$ cat src/rtl/mdu_pkg.sv
// Shared definitions for the multiply/divide sequencer: operation codes,
// sequencer states and the default datapath width.
package mdu_pkg;

  localparam int WIDTH_DEFAULT = 32;

  typedef enum logic [1:0] {
    OP_MUL   = 2'b00,
    OP_UMULL = 2'b01,
    OP_SMULL = 2'b10,
    OP_UDIV  = 2'b11
  } op_t;

  typedef enum logic [2:0] {
    S_IDLE,
    S_ITER,
    S_FIXUP,
    S_WB_LO,
    S_WB_HI
  } state_t;

  function automatic logic is_long(input op_t o);
    return (o == OP_UMULL) || (o == OP_SMULL);
  endfunction

endpackage

$ cat src/rtl/mdu_iter_core.sv
// Iterative datapath: 2*WIDTH accumulator stepping one shift-add (multiply)
// or one restoring shift-subtract (divide) per cycle, plus the fix-up ops.
module mdu_iter_core
  import mdu_pkg::*;
#(
  parameter int WIDTH = WIDTH_DEFAULT
) (
  input  logic               clk,
  input  logic               reset,
  input  logic               load,
  input  logic               step,
  input  logic               negate,
  input  logic               clear_q,
  input  logic               mode_div,
  input  logic [WIDTH-1:0]   a,
  input  logic [WIDTH-1:0]   b,
  output logic [2*WIDTH-1:0] acc
);

  logic [WIDTH-1:0]   operand;
  logic [WIDTH:0]     add_sum;
  logic [WIDTH:0]     rem_shift;
  logic [WIDTH:0]     sub_diff;
  logic [2*WIDTH-1:0] step_val;

  // Multiply: {hi,lo} holds partial product over the shrinking multiplier.
  // Divide: {remainder,quotient}; a clear top bit of sub_diff means no borrow.
  always_comb begin
    add_sum   = {1'b0, acc[2*WIDTH-1:WIDTH]} + {1'b0, operand};
    rem_shift = {acc[2*WIDTH-1:WIDTH], acc[WIDTH-1]};
    sub_diff  = rem_shift - {1'b0, operand};
    step_val  = acc;
    if (mode_div) begin
      if (!sub_diff[WIDTH])
        step_val = {sub_diff[WIDTH-1:0], acc[WIDTH-2:0], 1'b1};
      else
        step_val = {rem_shift[WIDTH-1:0], acc[WIDTH-2:0], 1'b0};
    end else if (acc[0]) begin
      step_val = {add_sum, acc[WIDTH-1:1]};
    end else begin
      step_val = {1'b0, acc[2*WIDTH-1:1]};
    end
  end

  always_ff @(posedge clk or negedge reset) begin
    if (!reset) begin
      acc     <= '0;
      operand <= '0;
    end else if (load) begin
      if (mode_div) begin
        acc     <= {{WIDTH{1'b0}}, a};
        operand <= b;
      end else begin
        acc     <= {{WIDTH{1'b0}}, b};
        operand <= a;
      end
    end else if (step) begin
      acc <= step_val;
    end else if (negate) begin
      acc <= -acc;
    end else if (clear_q) begin
      acc[WIDTH-1:0] <= '0;
    end
  end

endmodule

$ cat src/rtl/mdu_sequencer.sv
// Multi-cycle MUL/UMULL/SMULL/UDIV sequencer: captures one request, iterates
// WIDTH steps, applies fix-up, then drives one or two register-file writes.
module mdu_sequencer
  import mdu_pkg::*;
#(
  parameter int WIDTH = WIDTH_DEFAULT
) (
  input  logic             clk,
  input  logic             reset,
  input  logic             start,
  input  logic [1:0]       op,
  input  logic [WIDTH-1:0] a,
  input  logic [WIDTH-1:0] b,
  input  logic [3:0]       rd_lo,
  input  logic [3:0]       rd_hi,
  input  logic             set_flags,
  output logic             busy,
  output logic             wr_en,
  output logic [3:0]       wr_addr,
  output logic [WIDTH-1:0] wr_data,
  output logic             flag_we,
  output logic [1:0]       flags_nz,
  output logic             done,
  output logic             div_by_zero
);

  localparam int CW = $clog2(WIDTH);

  state_t             state;
  logic [CW-1:0]      count;
  op_t                op_q;
  logic [3:0]         rd_lo_q;
  logic [3:0]         rd_hi_q;
  logic               set_flags_q;
  logic               neg_q;
  logic               dbz_q;
  logic               hi_sel;

  op_t                op_in;
  logic               long_q;
  logic [WIDTH-1:0]   a_in;
  logic [WIDTH-1:0]   b_in;
  logic               core_load;
  logic               core_step;
  logic               core_negate;
  logic               core_clear_q;
  logic               core_mode_div;
  logic [2*WIDTH-1:0] acc;

  assign op_in  = op_t'(op);
  assign long_q = is_long(op_q);

  // SMULL iterates on magnitudes; the sign is restored in FIXUP.
  assign a_in = (op_in == OP_SMULL && a[WIDTH-1]) ? -a : a;
  assign b_in = (op_in == OP_SMULL && b[WIDTH-1]) ? -b : b;

  assign core_load     = (state == S_IDLE) && start;
  assign core_step     = (state == S_ITER);
  assign core_negate   = (state == S_FIXUP) && (op_q == OP_SMULL) && neg_q;
  assign core_clear_q  = (state == S_FIXUP) && (op_q == OP_UDIV) && dbz_q;
  assign core_mode_div = (state == S_IDLE) ? (op_in == OP_UDIV) : (op_q == OP_UDIV);

  mdu_iter_core #(.WIDTH(WIDTH)) u_core (
    .clk      (clk),
    .reset    (reset),
    .load     (core_load),
    .step     (core_step),
    .negate   (core_negate),
    .clear_q  (core_clear_q),
    .mode_div (core_mode_div),
    .a        (a_in),
    .b        (b_in),
    .acc      (acc)
  );

  always_ff @(posedge clk or negedge reset) begin
    if (!reset) begin
      state       <= S_IDLE;
      count       <= '0;
      op_q        <= OP_MUL;
      rd_lo_q     <= '0;
      rd_hi_q     <= '0;
      set_flags_q <= 1'b0;
      neg_q       <= 1'b0;
      dbz_q       <= 1'b0;
      hi_sel      <= 1'b0;
      busy        <= 1'b0;
      wr_en       <= 1'b0;
      wr_addr     <= '0;
      done        <= 1'b0;
      flag_we     <= 1'b0;
      div_by_zero <= 1'b0;
    end else begin
      wr_en       <= 1'b0;
      wr_addr     <= '0;
      hi_sel      <= 1'b0;
      done        <= 1'b0;
      flag_we     <= 1'b0;
      div_by_zero <= 1'b0;
      case (state)
        S_IDLE: begin
          if (start) begin
            op_q        <= op_in;
            rd_lo_q     <= rd_lo;
            rd_hi_q     <= rd_hi;
            set_flags_q <= set_flags;
            neg_q       <= a[WIDTH-1] ^ b[WIDTH-1];
            dbz_q       <= (b == '0);
            count       <= CW'(WIDTH - 1);
            busy        <= 1'b1;
            state       <= S_ITER;
          end
        end
        S_ITER: begin
          count <= count - CW'(1);
          if (count == '0)
            state <= S_FIXUP;
        end
        S_FIXUP: begin
          state   <= S_WB_LO;
          wr_en   <= 1'b1;
          wr_addr <= rd_lo_q;
          if (!long_q) begin
            done        <= 1'b1;
            flag_we     <= set_flags_q;
            div_by_zero <= (op_q == OP_UDIV) && dbz_q;
          end
        end
        S_WB_LO: begin
          if (long_q) begin
            state   <= S_WB_HI;
            wr_en   <= 1'b1;
            wr_addr <= rd_hi_q;
            hi_sel  <= 1'b1;
            done    <= 1'b1;
            flag_we <= set_flags_q;
          end else begin
            state <= S_IDLE;
            busy  <= 1'b0;
          end
        end
        S_WB_HI: begin
          state <= S_IDLE;
          busy  <= 1'b0;
        end
        default: state <= S_IDLE;
      endcase
    end
  end

  // Data and flags are read straight from the settled accumulator during WB.
  always_comb begin
    wr_data  = '0;
    flags_nz = '0;
    if (wr_en)
      wr_data = hi_sel ? acc[2*WIDTH-1:WIDTH] : acc[WIDTH-1:0];
    if (flag_we)
      flags_nz = long_q ? {acc[2*WIDTH-1], acc == '0}
                        : {acc[WIDTH-1], acc[WIDTH-1:0] == '0};
  end

endmodule

$ cat config.mk
export PLATFORM = sky130hd
export DESIGN_NAME = mdu_sequencer
export DESIGN_NICKNAME = d
export VERILOG_FILES = /design/src/rtl/mdu_pkg.sv /design/src/rtl/mdu_iter_core.sv /design/src/rtl/mdu_sequencer.sv
export SDC_FILE = /design/constraint.sdc
export NUM_CORES = 1
export LEC_CHECK = 0
export CAP_MARGIN = 20
export CORE_MARGIN = 1.5
export CORE_UTILIZATION = 61
export CTS_BUF_LIST = sky130_fd_sc_hd__clkbuf_8
export DETAILED_ROUTE_END_ITERATION = 10
export PLACE_DENSITY_LB_ADDON = 0.25
export SLEW_MARGIN = 20
export SYNTH_ARGS = -nofsm -noshare
export SYNTH_HDL_FRONTEND = slang
export SYNTH_SLANG_ARGS = --single-unit
$ cat constraint.sdc
create_clock -name clk -period 3.9 [get_ports clk]
set_input_delay 0.585 -clock clk [delete_from_list [all_inputs] [get_ports clk]]
set_output_delay 0.585 -clock clk [all_outputs]
set_load 0.005 [all_outputs]
==> results.md <==
- Commonest cells after routing, fill and taps aside: nand2_1 (196), a21oi_1 (174), nor2_1 (146), o21ai_0 (146), dfrtp_1 (123)
- Drt drc: 0
- EDFF count, synth: 0
- Largest cells by area after synthesis: dfrtp_1 (23%), ha_1 (6.4%), a21oi_1 (6.3%)
- Pre-antenna DRT Iters: 8
- Clock Path Buffers: 2
- Maximum vdd ir drop: 0.5388 mV
- # hold bufs at CTS: 0
- Worst hold-check path type: primary input to asynchronous set/reset pin
- CTS sink count: 127
- Initial antenna violation count: 1
- Fin crit period: 3.782 ns
- Period utilization: 96.97%
- Rows: 54
- Crit path to: u_core.acc[63]
- Slew @ Worst Pin: 1.134 ns
- Seq. cell area: 0.003183 mm^2
- Tot GR Track Use: 41.49%
- CTS clk-pin slew, worst paths: 0.09 ns
- Slew margin rel.: 24.09%
- Avg WL per Cell: 21.85 um
- Largest area contributor in the netlist: dfrtp_1
- Worst setup EP type: flip-flop
- Routed Antenna Nets: 0
- Max Fclk: 264.4 MHz
- Syn_nets: 2015
- Max incr delay on CP: 0.79 ns
- Largest net degree at the start of global routing: 84
- Flops & latches, synth: 127
- Yosys warnings: 0
- Post-synth top area share: 22.98%
- Grt total ovfl: 0
- Vias: 15.31k
- Die X: 153.6 um
- Placed insts: 2212
- Clk_lat worst skew: 0.48 ns
- Distinct cell type count after synthesis: 77
- Mean area per synthesized cell: 7.420 um^2
- RSZ-0062 raised after global routing: false
- Crit path cell chain: buf_4, ha_1, a21oi_1, o21ai_0, a32oi_1, nand2_1, o41ai_1, o21ai_0, buf_4, a221oi_1, xor2_1, o211ai_1
- Final setup viols: 0
- Place WS: 0.1974 ns
- Max Slew Vio Count: 0
- Routed vias/inst: 6.808
- Leakage: 0.006596 uW
- R2R setup slack: 0.12 ns
- Routability cong.: 1.012
- Post-Layout Cell Count: 2248
- CP Buf/Inv Count: 2
- Chip height: 153.6 um
- CTS root buf: clkbuf_8
- DRT iter0 DRCs: 2368
- Layout Nets: 2106
- Post-synth ARST share: 100.0%
- Fin. Hold Viols: 0
- Crit Path Max Fanout: 6
- Final worst setup slack: 0.1181 ns
- Critical Path Source Type: flip-flop
- FF-to-FF End: u_core.acc[63]
- TritonCTS clock tree: built
- Synthesis-to-finish area growth: 16.01%
- Worst r2r src: u_core.acc[37]
- Fin Setup TNS: 0 ns
- Multi-input gate area in the final layout: 0.009936 mm^2
- Top FF cell, synth: dfrtp_1
- Mapped Cells: 1864
- CTS Buf Count: 17
- I/O Pins: 121
- First-pass GRT wire length: 77550 um
- Vias in the first global route: 14.39k
- CORE AREA: 0.02203 mm^2
- Starting Density: 62.79%
- Worst hold slack: 0.1912 ns
- MaxCap Viol Count: 0
- Seq/Total Area, Yosys: 22.98%
- Ant diodes: 0
- HPWL after DPL: 36110 um
- CP top delay family: compound AO/OA/AOI/OAI gates
- Worst R2R Path Depth: 12
- Netlist Area Pre-Place: 0.01383 mm^2
- CP max stage cell: o41ai_1
- Fill cells: 1794
- Status: complete, no violations
- IO Port Bufs: 120
- Worst path depth: 12
- CTS H-Tree Depth: 4
- WP data arrival: 4.14 ns
- Layout cells sized above 1: 8.638%
- CP Launch Point: u_core.acc[37]
- Worst setup path class: flip-flop to flip-flop
- Cell Pwr Density: 1046 mW/mm^2
- Clock skew: 0.01492 ns
- Final core occ: 72.85%
- Full die area: 0.02359 mm^2
- Most common cell after layout, fill and taps aside: nand2_1
- Required time worst endpoint: 4.26 ns
- Final WL: 49130 um
-- worst min-delay path by stage --
| stage | startpoint | end | slack, ns | depth (start not counted) |
|---|---|---|---|---|
| floorplan | reset | busy | 0.29 | 0 |
| global placement | set_flags_q | set_flags_q | 0.45 | 2 |
| detailed placement | rd_lo_q[2] | rd_lo_q[2] | 0.46 | 2 |
| CTS | reset | u_core.acc[9] | 0.24 | 1 |
| global route | reset | u_core.acc[7] | 0.26 | 1 |
| finish | reset | u_core.acc[9] | 0.19 | 1 |
-- worst reg2reg max path: stages, from the launching register on --
cell and delay (ns):
dfrtp_2 0.41, buf_4 0.16, ha_1 0.39, a21oi_1 0.21
o21ai_0 0.17, a32oi_1 0.23, nand2_1 0.14, o41ai_1 0.79
o21ai_0 0.32, buf_4 0.21, a221oi_1 0.30, xor2_1 0.21
o211ai_1 0.12
-- layout make-up --
cell class | instances | area share, %
Clock buffer | 17 | 1.458
Inverter | 74 | 1.731
Tap cell | 280 | 2.183
Sequential cell | 127 | 19.84
Timing Repair Buffer | 205 | 11.77
Multi-Input combinational cell | 1530 | 61.92
Clock inverter | 15 | 1.092
-- metrics by stage --
stage	area (um^2)	power, uW
2_1_floorplan	13830	11320
3_3_place_gp	15570	14630
3_5_place_dp	15570	14920
4_1_cts	16030	16280
5_1_grt	16050	17980
6_report	16050	16790
-- sequential cells by signal (all words and copies together) (netlist names) --
name and cells:
flag_we 1, op_q 2, div_by_zero 1, set_flags_q 1, state 3, count 5, neg_q 1, wr_addr 4
done 1, rd_lo_q 4, busy 1, wr_en 1, u_core.acc 64, rd_hi_q 4, dbz_q 1, u_core.operand 32
hi_sel 1
-- cells in the mapped netlist (7+ instances only) --
cell type,count
o22ai_1,16
dfrtp_1,127
o21ai_1,11
nand3_1,32
nor4_1,17
a21o_1,36
o21ai_0,146
and3_1,11
nor2b_1,47
xnor2_1,75
nor2_1,146
and2_1,9
nand4_1,13
nand2b_1,20
or4_1,14
a221oi_1,9
o21a_1,7
ha_1,71
a31oi_1,20
or3_1,15
o211ai_1,45
o32ai_1,19
buf_1,17
a211oi_1,28
inv_1,74
nand2_1,198
nor3_1,71
o31ai_1,22
mux2i_1,59
a22oi_1,9
a221o_1,7
o41ai_1,9
clkbuf_1,110
xor2_1,68
mux2_2,8
o221ai_1,10
a21oi_1,174
-- layer usage --
layer	global-route usage (%)	routed length [um]
met1	55.62	19600
met2	62.68	21410
met4	20.48	2370
met3	10.01	5753
met5	0	0
-- where the power goes --
group / switching (uW) / internal, uW
registers: 862 / 1980
clock network: 661 / 590
logic: 7650 / 5050
-- what timing repair did --
item	4_1_cts	5_1_grt
buffers inserted	4	0
pin swaps	3	4
endpoints found under the setup margin	1	5
cloned	0	0
resized for setup	6	4
-- cell families (layout without fill, tap and decap cells) --
family / count (synthesis) / count (layout) / synth area share, %
AOI/OAI and AO/OA: 621 / 621 / 28.57
xor gates and xnor gates: 143 / 143 / 9.056
adders and majority gates: 73 / 73 / 6.712
buffers and inverters: 207 / 311 / 5.672
DFF: 127 / 127 / 22.98
muxes: 67 / 67 / 4.921
and+or+nand+nor: 626 / 626 / 22.09
Power figures use the tool's default switching activity.
==> variant: new RTL, config.mk and constraints unchanged <==
Encoding of `state_t`: now Gray code (3 bits for 5 states).
--- a/src/rtl/mdu_pkg.sv
+++ b/src/rtl/mdu_pkg.sv
@@ -12,11 +12,11 @@
   } op_t;
 
   typedef enum logic [2:0] {
-    S_IDLE,
-    S_ITER,
-    S_FIXUP,
-    S_WB_LO,
-    S_WB_HI
+    S_IDLE  = 3'b000,
+    S_ITER  = 3'b001,
+    S_FIXUP = 3'b011,
+    S_WB_LO = 3'b010,
+    S_WB_HI = 3'b110
   } state_t;
 
   function automatic logic is_long(input op_t o);
Function: same outputs for any inputs over 10 cycles, from zero or initial values and one cycle with reset low; not proved beyond that.
==> variant against the unedited design <==
  * Area after synthesis shrank 3.8%
  * Routed wire length shrank 6.0%
  * Total power fell by 2.5%
  * Design area down 1.5%
  * First-iteration DRC count is 23% lower
  * Critical path type unchanged
  * Setup slack worse by 0.047 ns
  * Critical endpoint is now u_core.acc[35]
  * Count of clock-buffer cells in the layout unchanged
  * Sequential cell count did not move
  * Largest power group unchanged
==> variant: results (changes against the unedited design) <==
[status]
status=completed

[grt]
antenna_found_initial=3  ; +2
grt_max_degree=83  ; -1.2%
grt_pass1_wl_um=71640  ; -7.6%
met2_usage_pct=61.44  ; -1.2 points
use_met3_pct=9.727  ; -0.28 points
grt_pass1_vias=13240  ; -8.0%
grtUsageMet1_pct=56.36  ; +0.74 points
grt_usage_pct=40.89  ; -0.60 points

[synthesis]
ys_seq_area_share_pct=23.89  ; +0.91 points
synth_common_cells=nand2_1 (202), a21oi_1 (159), nor2_1 (133), dfrtp_1 (127), o21ai_0 (122)
synth_nets=1910  ; -5.2%
netlist_instances=1759  ; -5.6%
synthTopCellsByArea=dfrtp_1 (24%), ha_1 (6.7%), mux2i_1 (6.5%)
synth.distinct_cells=82  ; +6.5%

[final_layout]
nNetsFinal=2043  ; -3.0%
fill_cells=1683  ; -6.2%
stdcell_count=2181  ; -3.0%
drive_gt1_share_pct=9.974  ; +1.3 points

[worst_setup_path]
cp.arrival_ns=4.17  ; +0.03 ns
crit_fanout=7  ; +1

[sta]
fin_skew_ns=0.01735  ; +0.002427 ns
slew_headroom_pct=37.02  ; +13 points

[routing]
wl_per_cell_um=21.17  ; -3.1%
drt-initial-drc-count=1823  ; -23%
vias=14490  ; -5.4%
drtPass1Iterations=6  ; -2

[placement]
hpwl_um=34530  ; -4.4%
gp_congestion=0.9791  ; -3.3%
place_inst=2131  ; -3.7%

[power]
leakagePower_nw=6.529  ; -1.0%
p_per_area_nw_per_um2=1036  ; -0.97%
p_int_w=0.007698  ; +1.1%
p_clk_w=0.00117  ; -6%

==> variant: changes by cell type in the layout (fill, tap and decap cells not counted), sizes merged, moves of 12 or more <==
cell and change:
nor2 -14, nor3 -25, a21oi -15, a211oi -12, buf +20, mux2i +28
==> variant: area by class of cell <==
| cell class | instances | area, um2 | share of cell area [%] |
|---|---|---|---|
| clock inverter | 15 | 150.1 | 0.9500 |
| multi-input combinational | 1448 | 9580 | 60.62 |
| antenna | 1 | 2.502 | 0.01583 |
| tap | 275 | 344.1 | 2.177 |
| timing repair buffer | 226 | 2043 | 12.93 |
| clock buffer | 17 | 234.0 | 1.480 |
| sequential | 127 | 3179 | 20.12 |
| inverter | 72 | 270.3 | 1.710 |
==> variant: what timing repair did <==
action | 4_1_cts | 5_1_grt
gates resized for setup | 17 | 11
pin swaps | 5 | 8
cloned | 0 | 1
setup endpoints to repair | 4 | 26
setup buffers | 7 | 10
==> variant: path summary, 6_finish.rpt <==
path / start / slack (ns) / endpoint / cells past startpoint
setup / recovery: u_core.acc[31] / 0.07 / u_core.acc[35] / 16
hold / removal: reset / 0.22 / wr_addr[1] / 1
setup reg to reg: u_core.acc[31] / 0.07 / u_core.acc[35] / 16
hold reg to reg: rd_hi_q[2] / 0.48 / rd_hi_q[2] / 2
max in group asynchronous: reset / 2.88 / u_core.operand[23] / 2
min in group clk: rd_hi_q[2] / 0.48 / rd_hi_q[2] / 2
==> variant: metal layers <==
layer	up-vias	share of wire [%]
met5	-	0.028
met4	2	3.8
met3	171	12
met2	968	43
met1	6691	41
li1	6653	-
==> variant: kinds of logic after synthesis <==
kind of cell | synth area share (%)
flops | 23.89
compound gates | 27.35
fa+ha+maj | 6.979
simple gates | 20.32
buf+inv | 5.276
xor+xnor | 9.217
mux | 6.970
==> variant: worst max-delay path, stage by stage (launching register included) <==
cell	delay [ns]
dfrtp_1	0.37
inv_1	0.08
ha_2	0.20
fa_2	0.40
nor2b_4	0.15
o31ai_2	0.10
a2111oi_2	0.37
buf_4	0.20
o2111ai_4	0.15
a21o_4	0.28
o21a_1	0.22
o311ai_4	0.33
buf_12	0.18
buf_8	0.14
mux2_2	0.33
o21ai_1	0.10
o21ai_0	0.10
==> variant: stage by stage <==
stage	hold slack (ns)	TNS (ns)	worst slack, ns	cell area, um2	power [W]
after floorplan	0.2894	0	0.09206	13310	0.01080
after global placement	0.4523	0	0.1556	15140	0.01393
after detailed placement	0.4629	0	0.03739	15140	0.01421
after CTS	0.2355	0	0.06328	15660	0.01554
after global routing	0.2821	-0.1287	-0.04207	15800	0.01746
final	0.2227	0	0.07109	15800	0.01638
